`config.mk`:
```
export PLATFORM = sky130hd
export DESIGN_NAME = rv32i_dmem_arbiter
export DESIGN_NICKNAME = d
export VERILOG_FILES = /design/src/rtl/rv32i_dmem_arbiter.sv
export SDC_FILE = /design/constraint.sdc
export NUM_CORES = 1
export LEC_CHECK = 0
export BUFFER_PORTS_ARGS = -buffer_cell sky130_fd_sc_hd__buf_2
export CELL_PAD_IN_SITES_DETAIL_PLACEMENT = 1
export CELL_PAD_IN_SITES_GLOBAL_PLACEMENT = 2
export CORE_MARGIN = 2
export CORE_UTILIZATION = 14
export DETAILED_ROUTE_END_ITERATION = 7
export HOLD_SLACK_MARGIN = 0.02
export PLACE_DENSITY = 0.95
export REMOVE_ABC_BUFFERS = 1
export SLEW_MARGIN = 10
export SYNTH_ARGS = -nofsm -noshare
export SYNTH_HDL_FRONTEND = slang
export SYNTH_SLANG_ARGS = --single-unit
```
`constraint.sdc`:
```
create_clock -name clk -period 5.6 [get_ports clk]
set_clock_uncertainty 0.2 [all_clocks]
set_input_delay 0.28 -clock clk [delete_from_list [all_inputs] [get_ports clk]]
set_output_delay 0.28 -clock clk [all_outputs]
set_load 0.01 [all_outputs]
```
`src/rtl/rv32i_dmem_arbiter.sv`:
```
`default_nettype none
// ============================================================================
//  Module      : rv32i_dmem_arbiter
//  Description : Round-robin arbiter sharing the single-port data memory
//                between the core MEM stage and the loader/debug port.
//                Issues one access per cycle and returns a one-cycle
//                response pulse to the winner. It also keeps a saturating
//                count of cycles in which both sides contend.
//                Optional macro ARB_CORE_PRIO_EN selects fixed core priority
//                in place of round-robin.
//  Revision    : 1.0  initial release
// ============================================================================
module rv32i_dmem_arbiter #(
    parameter int AW    = 5,
    parameter int DW    = 32,
    parameter int CNT_W = 16
) (
    input  logic             clk,
    input  logic             RN,

    input  logic             core_req_valid,
    output logic             core_req_ready,
    input  logic             core_req_we,
    input  logic [AW-1:0]    core_req_addr,
    input  logic [DW-1:0]    core_req_wdata,
    output logic             core_rsp_valid,
    output logic [DW-1:0]    core_rsp_rdata,

    input  logic             ldr_req_valid,
    output logic             ldr_req_ready,
    input  logic             ldr_req_we,
    input  logic [AW-1:0]    ldr_req_addr,
    input  logic [DW-1:0]    ldr_req_wdata,
    output logic             ldr_rsp_valid,
    output logic [DW-1:0]    ldr_rsp_rdata,

    output logic             mem_en,
    output logic             mem_we,
    output logic [AW-1:0]    mem_addr,
    output logic [DW-1:0]    mem_wdata,
    input  logic [DW-1:0]    mem_rdata,

    output logic [CNT_W-1:0] conflict_cnt
);

    localparam logic             OWN_CORE = 1'b0;
    localparam logic             OWN_LDR  = 1'b1;
    localparam logic [CNT_W-1:0] CNT_MAX  = '1;
    localparam logic [CNT_W-1:0] CNT_ONE  = {{(CNT_W-1){1'b0}}, 1'b1};

    // Arbitration history and response tags
    logic             last_grant_q, last_grant_d;
    logic             core_pend_q,  core_pend_d;
    logic             ldr_pend_q,   ldr_pend_d;
    logic             rd_pend_q,    rd_pend_d;
    logic [CNT_W-1:0] conflict_cnt_q, conflict_cnt_d;

    logic             core_win;
    logic             ldr_win;

    // Grant decision: a winner only exists among valid requesters, and no
    // grant is issued while reset is asserted.
    always_comb begin
        core_win = 1'b0;
        ldr_win  = 1'b0;
        if (!RN) begin
`ifdef ARB_CORE_PRIO_EN
            core_win = core_req_valid;
`else
            core_win = core_req_valid && (!ldr_req_valid || (last_grant_q == OWN_LDR));
`endif
            ldr_win  = ldr_req_valid && !core_win;
        end
    end

    // Handshake and memory issue mux driven from the winner in the accept cycle
    always_comb begin
        core_req_ready = core_win;
        ldr_req_ready  = ldr_win;
        mem_en         = core_win || ldr_win;
        mem_we         = 1'b0;
        mem_addr       = core_req_addr;
        mem_wdata      = core_req_wdata;
        if (core_win) begin
            mem_we = core_req_we;
        end else if (ldr_win) begin
            mem_we    = ldr_req_we;
            mem_addr  = ldr_req_addr;
            mem_wdata = ldr_req_wdata;
        end
    end

    // Next-state: grant history, response tags and contention counter
    always_comb begin
        last_grant_d   = last_grant_q;
        core_pend_d    = core_win;
        ldr_pend_d     = ldr_win;
        rd_pend_d      = !mem_we;
        conflict_cnt_d = conflict_cnt_q;
`ifndef ARB_CORE_PRIO_EN
        if (core_win) begin
            last_grant_d = OWN_CORE;
        end else if (ldr_win) begin
            last_grant_d = OWN_LDR;
        end
`endif
        if (core_req_valid && ldr_req_valid && (conflict_cnt_q != CNT_MAX)) begin
            conflict_cnt_d = conflict_cnt_q + CNT_ONE;
        end
    end

    // State registers; reset makes the core win the first tie
    always_ff @(posedge clk) begin
        if (RN) begin
            last_grant_q   <= OWN_LDR;
            core_pend_q    <= 1'b0;
            ldr_pend_q     <= 1'b0;
            rd_pend_q      <= 1'b0;
            conflict_cnt_q <= '0;
        end else begin
            last_grant_q   <= last_grant_d;
            core_pend_q    <= core_pend_d;
            ldr_pend_q     <= ldr_pend_d;
            rd_pend_q      <= rd_pend_d;
            conflict_cnt_q <= conflict_cnt_d;
        end
    end

    // Response pulses; a response in flight when reset arrives is suppressed.
    // Write acknowledgements carry zero data.
    always_comb begin
        core_rsp_valid = core_pend_q && !RN;
        ldr_rsp_valid  = ldr_pend_q  && !RN;
        core_rsp_rdata = (core_rsp_valid && rd_pend_q) ? mem_rdata : '0;
        ldr_rsp_rdata  = (ldr_rsp_valid  && rd_pend_q) ? mem_rdata : '0;
        conflict_cnt   = conflict_cnt_q;
    end

endmodule
`default_nettype wire
```
Word level (Yosys, flattened, before mapping)
Cells that the tools add are included.
{"block": "word_totals", "reg_bits": 20, "out_inout_bits": 123}
{"block": "classes", "mux": 12, "n_eq_ne": 1, "n_addsub": 1, "n_reduce_logical": 15}
{"operator": "32-bit two-way mux", "n": 4}
{"operator": "16-bit by 1-bit adder with 16-bit output (second input constant)", "n": 1}
{"operator": "16-bit != test (second input constant)", "n": 1}
{"operator": "5-bit two-way mux", "n": 2}
{"operator": "1-bit logical AND", "n": 8}
{"operator": "1-bit two-way mux", "n": 6}
{"operator": "1-bit zero test", "n": 4}
{"operator": "1-bit logical OR", "n": 2}
{"operator": "2-bit nonzero test", "n": 1}

Logic depth before layout (Yosys ltp)
{"block": "logic_depth", "word_depth": 9, "ltp_mapped": 8, "depth_no_buf": 5}

Worst setup path before layout
Ideal clock, no wire load.
{"block": "synth_path", "kind": "reg2reg", "startpoint": "register conflict_cnt_q[0], in the netlist conflict_cnt[0]", "endpoint": "register conflict_cnt_q[6], in the netlist conflict_cnt[6]", "path_stages_with_launch": 7, "arrival_time_ps": 1741, "setup_slack_ps": 3545, "period_less_slack_ps": 2055, "required_time_ps": 5285, "path_cell_list": "dfxtp_1 > ha_1 > nand3_1 > nor4_2 > clkbuf_1 > nor4_1 > o21a_1"}
{"block": "synth_via", "elab_chain_len": 2, "elab_cells_between_ends": 3}
{"item": "from (decl)", "line_no": "56", "text": "logic [CNT_W-1:0] conflict_cnt_q, conflict_cnt_d;"}
{"item": "from (signal assigned)", "line_no": "125", "text": "conflict_cnt_q <= conflict_cnt_d;"}
{"item": "branches (longest 2 deep; another with 16-bit by 1-bit adder with 16-bit output)"}
Several ways; the timed one is not identified.
A chain may end at the register's enable or synchronous reset.

Worst setup path in the final report
{"block": "layout_path", "startpoint": "register conflict_cnt_q[0], in the netlist conflict_cnt[0]", "endpoint": "register conflict_cnt_q[2], in the netlist conflict_cnt[2]"}
The elaborated chain is that of the path after synthesis.

==> impl_metrics.toml <==
[detailed_routing]
via_per_inst = 4.36
postRouteAntennaNets = 0
drt-initial-drc-count = 74
drt_pre_antenna_iters = 4
routedWlPerCell_um = 13.4
vias = 3047
wl_um = 9350
drc = 0

[worst_setup_path]
critical_path.max_stage_delay_ns = 1.00
worstPathCellList = "ha_1, nand3_1, nor4_2, o21ai_0, a21oi_1"
slowest_stage = "nor4_2"
cp.arrival_ns = 2.68
required_ns = 5.58
r2r_slack_ns = 2.90
cp-end-kind = "register"
cp-start-kind = "register"
critical_path_class = "register to register"
worstPathMaxFanout = 15

[global_route]
grtUsageTotal_pct = 12.0
gr-total-overflow = 0
first_global_vias = 3036
grt_max_degree = 65
grt_pass1_wl_um = 14400
antenna_found_initial = 0

[cts]
cts_htree_levels = 1
hold_buffers = 0
clock_latency_ns = 0.25
cts_resized = 0
cts_root_buffer = "clkbuf_16"
path_clk_slew_ns = 0.06
clock_sinks = 20
clock_path_buffers = 2
numCtsBuffers = 3
cts_tree = "yes"
post-cts-setup-buffers = 0

[power]
p_int_uw = 319
power_switching_uw = 136
clockPowerShare_pct = 35.7
swShare_pct = 29.9
pwr_density_cell_nw_per_um2 = 140
power_frac_comb_pct = 32.1
cellLeakagePower_uw = 0.00214
power_frac_seq_pct = 32.2
ir_drop_mv = 0.104

[synthesis]
synth_top_family_by_area = "simple AND/OR/NAND/NOR gates"
synth-seq-cells = 20
postSynth.asyncResetShare_pct = 0
synth_seq_area_share_pct = 21.5
yosys_warnings = 0
yosysUniqueCellTypes = 36
synthXorXnorAreaFrac_pct = 0
synth_compound_area_share_pct = 12.6
synth.avg_cell_area_um2 = 6.04
synthAdderAreaFrac_pct = 0.672
syn_inst = 308
syn-cell-area_um2 = 1860
synth-simple-area-share_pct = 58.9
synth_edf_count = 0
synth_flop_cell = "dfxtp_1"
synthMuxAreaShare_pct = 0

[sta]
worstMarginPinSlew_ns = 1.07
max_freq_mhz = 370
rsz0062_at_grt = "no"
period_share_pct = 48.2
max_slew_margin_pct = 28.6
setup_tns_ns = 0
drv_slew = 0
period_minus_slack_ns = 2.70
setup_violations = 0
report.final.hold_viol_count = 0
hold_ws_ns = 0.126

[die]
die_w_um = 119
die_y_um = 119
die_area_um2 = 14200
start_util_pct = 14.2
coreArea_um2 = 13100
rows = 42
ios = 235

[final_layout]
final_cells = 699
fillers = 1709
antenna_cells = 0
layout-drive-gt1-share_pct = 47.2
layout.nets = 637
syn_to_final_growth_pct = 75.6

[place]
place.port_buffers = 234
place_congestion = 0.800
placed_cells = 695
dpl.hpwl_um = 7380

[run]
drv_cap = 0

[worst_hold_path]
hp-class = "input port to register"

[outcome]
outcome = "finished clean"
==> registers in the layout, indices dropped and copies added (netlist names) <==
name          flops
rd_pend_q         1
conflict_cnt     16
core_pend_q       1
ldr_pend_q        1
last_grant_q      1
==> logic make-up after synthesis <==
family,Yosys count
AND/OR/NAND/NOR,220
AO/OA/AOI/OAI,36
buffers and inverters,31
flip-flops,20
adder cells (fa/ha/maj),1
==> path summary, 6_finish.rpt <==
path / startpoint / end / cells past startpoint
min reg2reg: last_grant_q$_SDFFE_PP1P_ / last_grant_q$_SDFFE_PP1P_ / 2
max: conflict_cnt[0]$_SDFFE_PP0P_ / conflict_cnt[2]$_SDFFE_PP0P_ / 5
max reg2reg: conflict_cnt[0]$_SDFFE_PP0P_ / conflict_cnt[2]$_SDFFE_PP0P_ / 5
min: core_req_we / rd_pend_q$_SDFF_PP0_ / 3
==> power groups by stage <==
stage | Clock, µW | Sequential, µW | Combinational, µW
3_5_place_dp | 0 | 150 | 148
3_3_place_gp | 0 | 150 | 144
4_1_cts | 164 | 147 | 149
5_1_grt | 171 | 147 | 163
2_1_floorplan | 0 | 153 | 56.5
6_report | 163 | 147 | 147
==> cells in the mapped netlist, types with 2 or more instances <==
library cell | count | area, µm²
a211oi_1 | 2 | 15.0
a21oi_1 | 11 | 55.1
and3_1 | 66 | 413
clkbuf_1 | 24 | 90.1
dfxtp_1 | 20 | 400
inv_1 | 6 | 22.5
nand2_1 | 117 | 439
nand3_1 | 5 | 25.0
nand3b_1 | 2 | 15.0
nand4_1 | 4 | 25.0
nor2b_1 | 2 | 12.5
nor3_1 | 3 | 15.0
o211a_1 | 2 | 20.0
o211ai_1 | 2 | 15.0
o21ai_0 | 7 | 35.0
o31ai_1 | 5 | 37.5
or2_2 | 2 | 12.5
or3_1 | 7 | 43.8
or4_1 | 4 | 30.0
==> worst max-delay path: cells and delay by family, from the launching register on <==
kind / cells / cell delay [ns]
and+or+nand+nor: 2 / 1.34
DFF: 1 / 0.43
AOI/OAI and AO/OA: 2 / 0.43
adders and majority gates: 1 / 0.21
==> stage by stage <==
stage / setup WS [ns] / cell area [µm²] / utilization [%] / total power [µW]
final: 2.90 / 3270 / 25.0 / 456
after global routing: 2.65 / 3270 / 25.0 / 482
after CTS: 2.45 / 3270 / 25.0 / 460
after detailed placement: 2.49 / 3180 / 24.3 / 298
after global placement: 2.61 / 3180 / 24.3 / 293
after floorplan: 2.77 / 1770 / - / 210
==> per-layer routing <==
metal / up-vias / share of wire (%) / GRT usage (%)
li1: 1493 / - / -
met1: 1384 / 40 / 13.6
met2: 162 / 51 / 23.1
met3: 8 / 8.3 / 2.59
met4: 0 / 0.73 / 2.08
met5: - / 0 / 0
==> final cells by class <==
class	instances	area [µm²]	share of cell area, %
clock buffers	4	88.8	2.72
inverters	6	22.5	0.689
multi-input cells	257	1350	41.3
flip-flops and latches	20	400	12.3
well taps	176	220	6.74
repair buffers	236	1190	36.3
==> cell usage in the layout, fill, tap and decap left out, drive strengths merged, types with 6 or more instances in the layout <==
master / count
inv: 6
nand2: 117
or3: 7
dfxtp: 20
a21oi: 11
o21ai: 7
buf: 236
and3: 66
(Power assumes the default switching activity.)
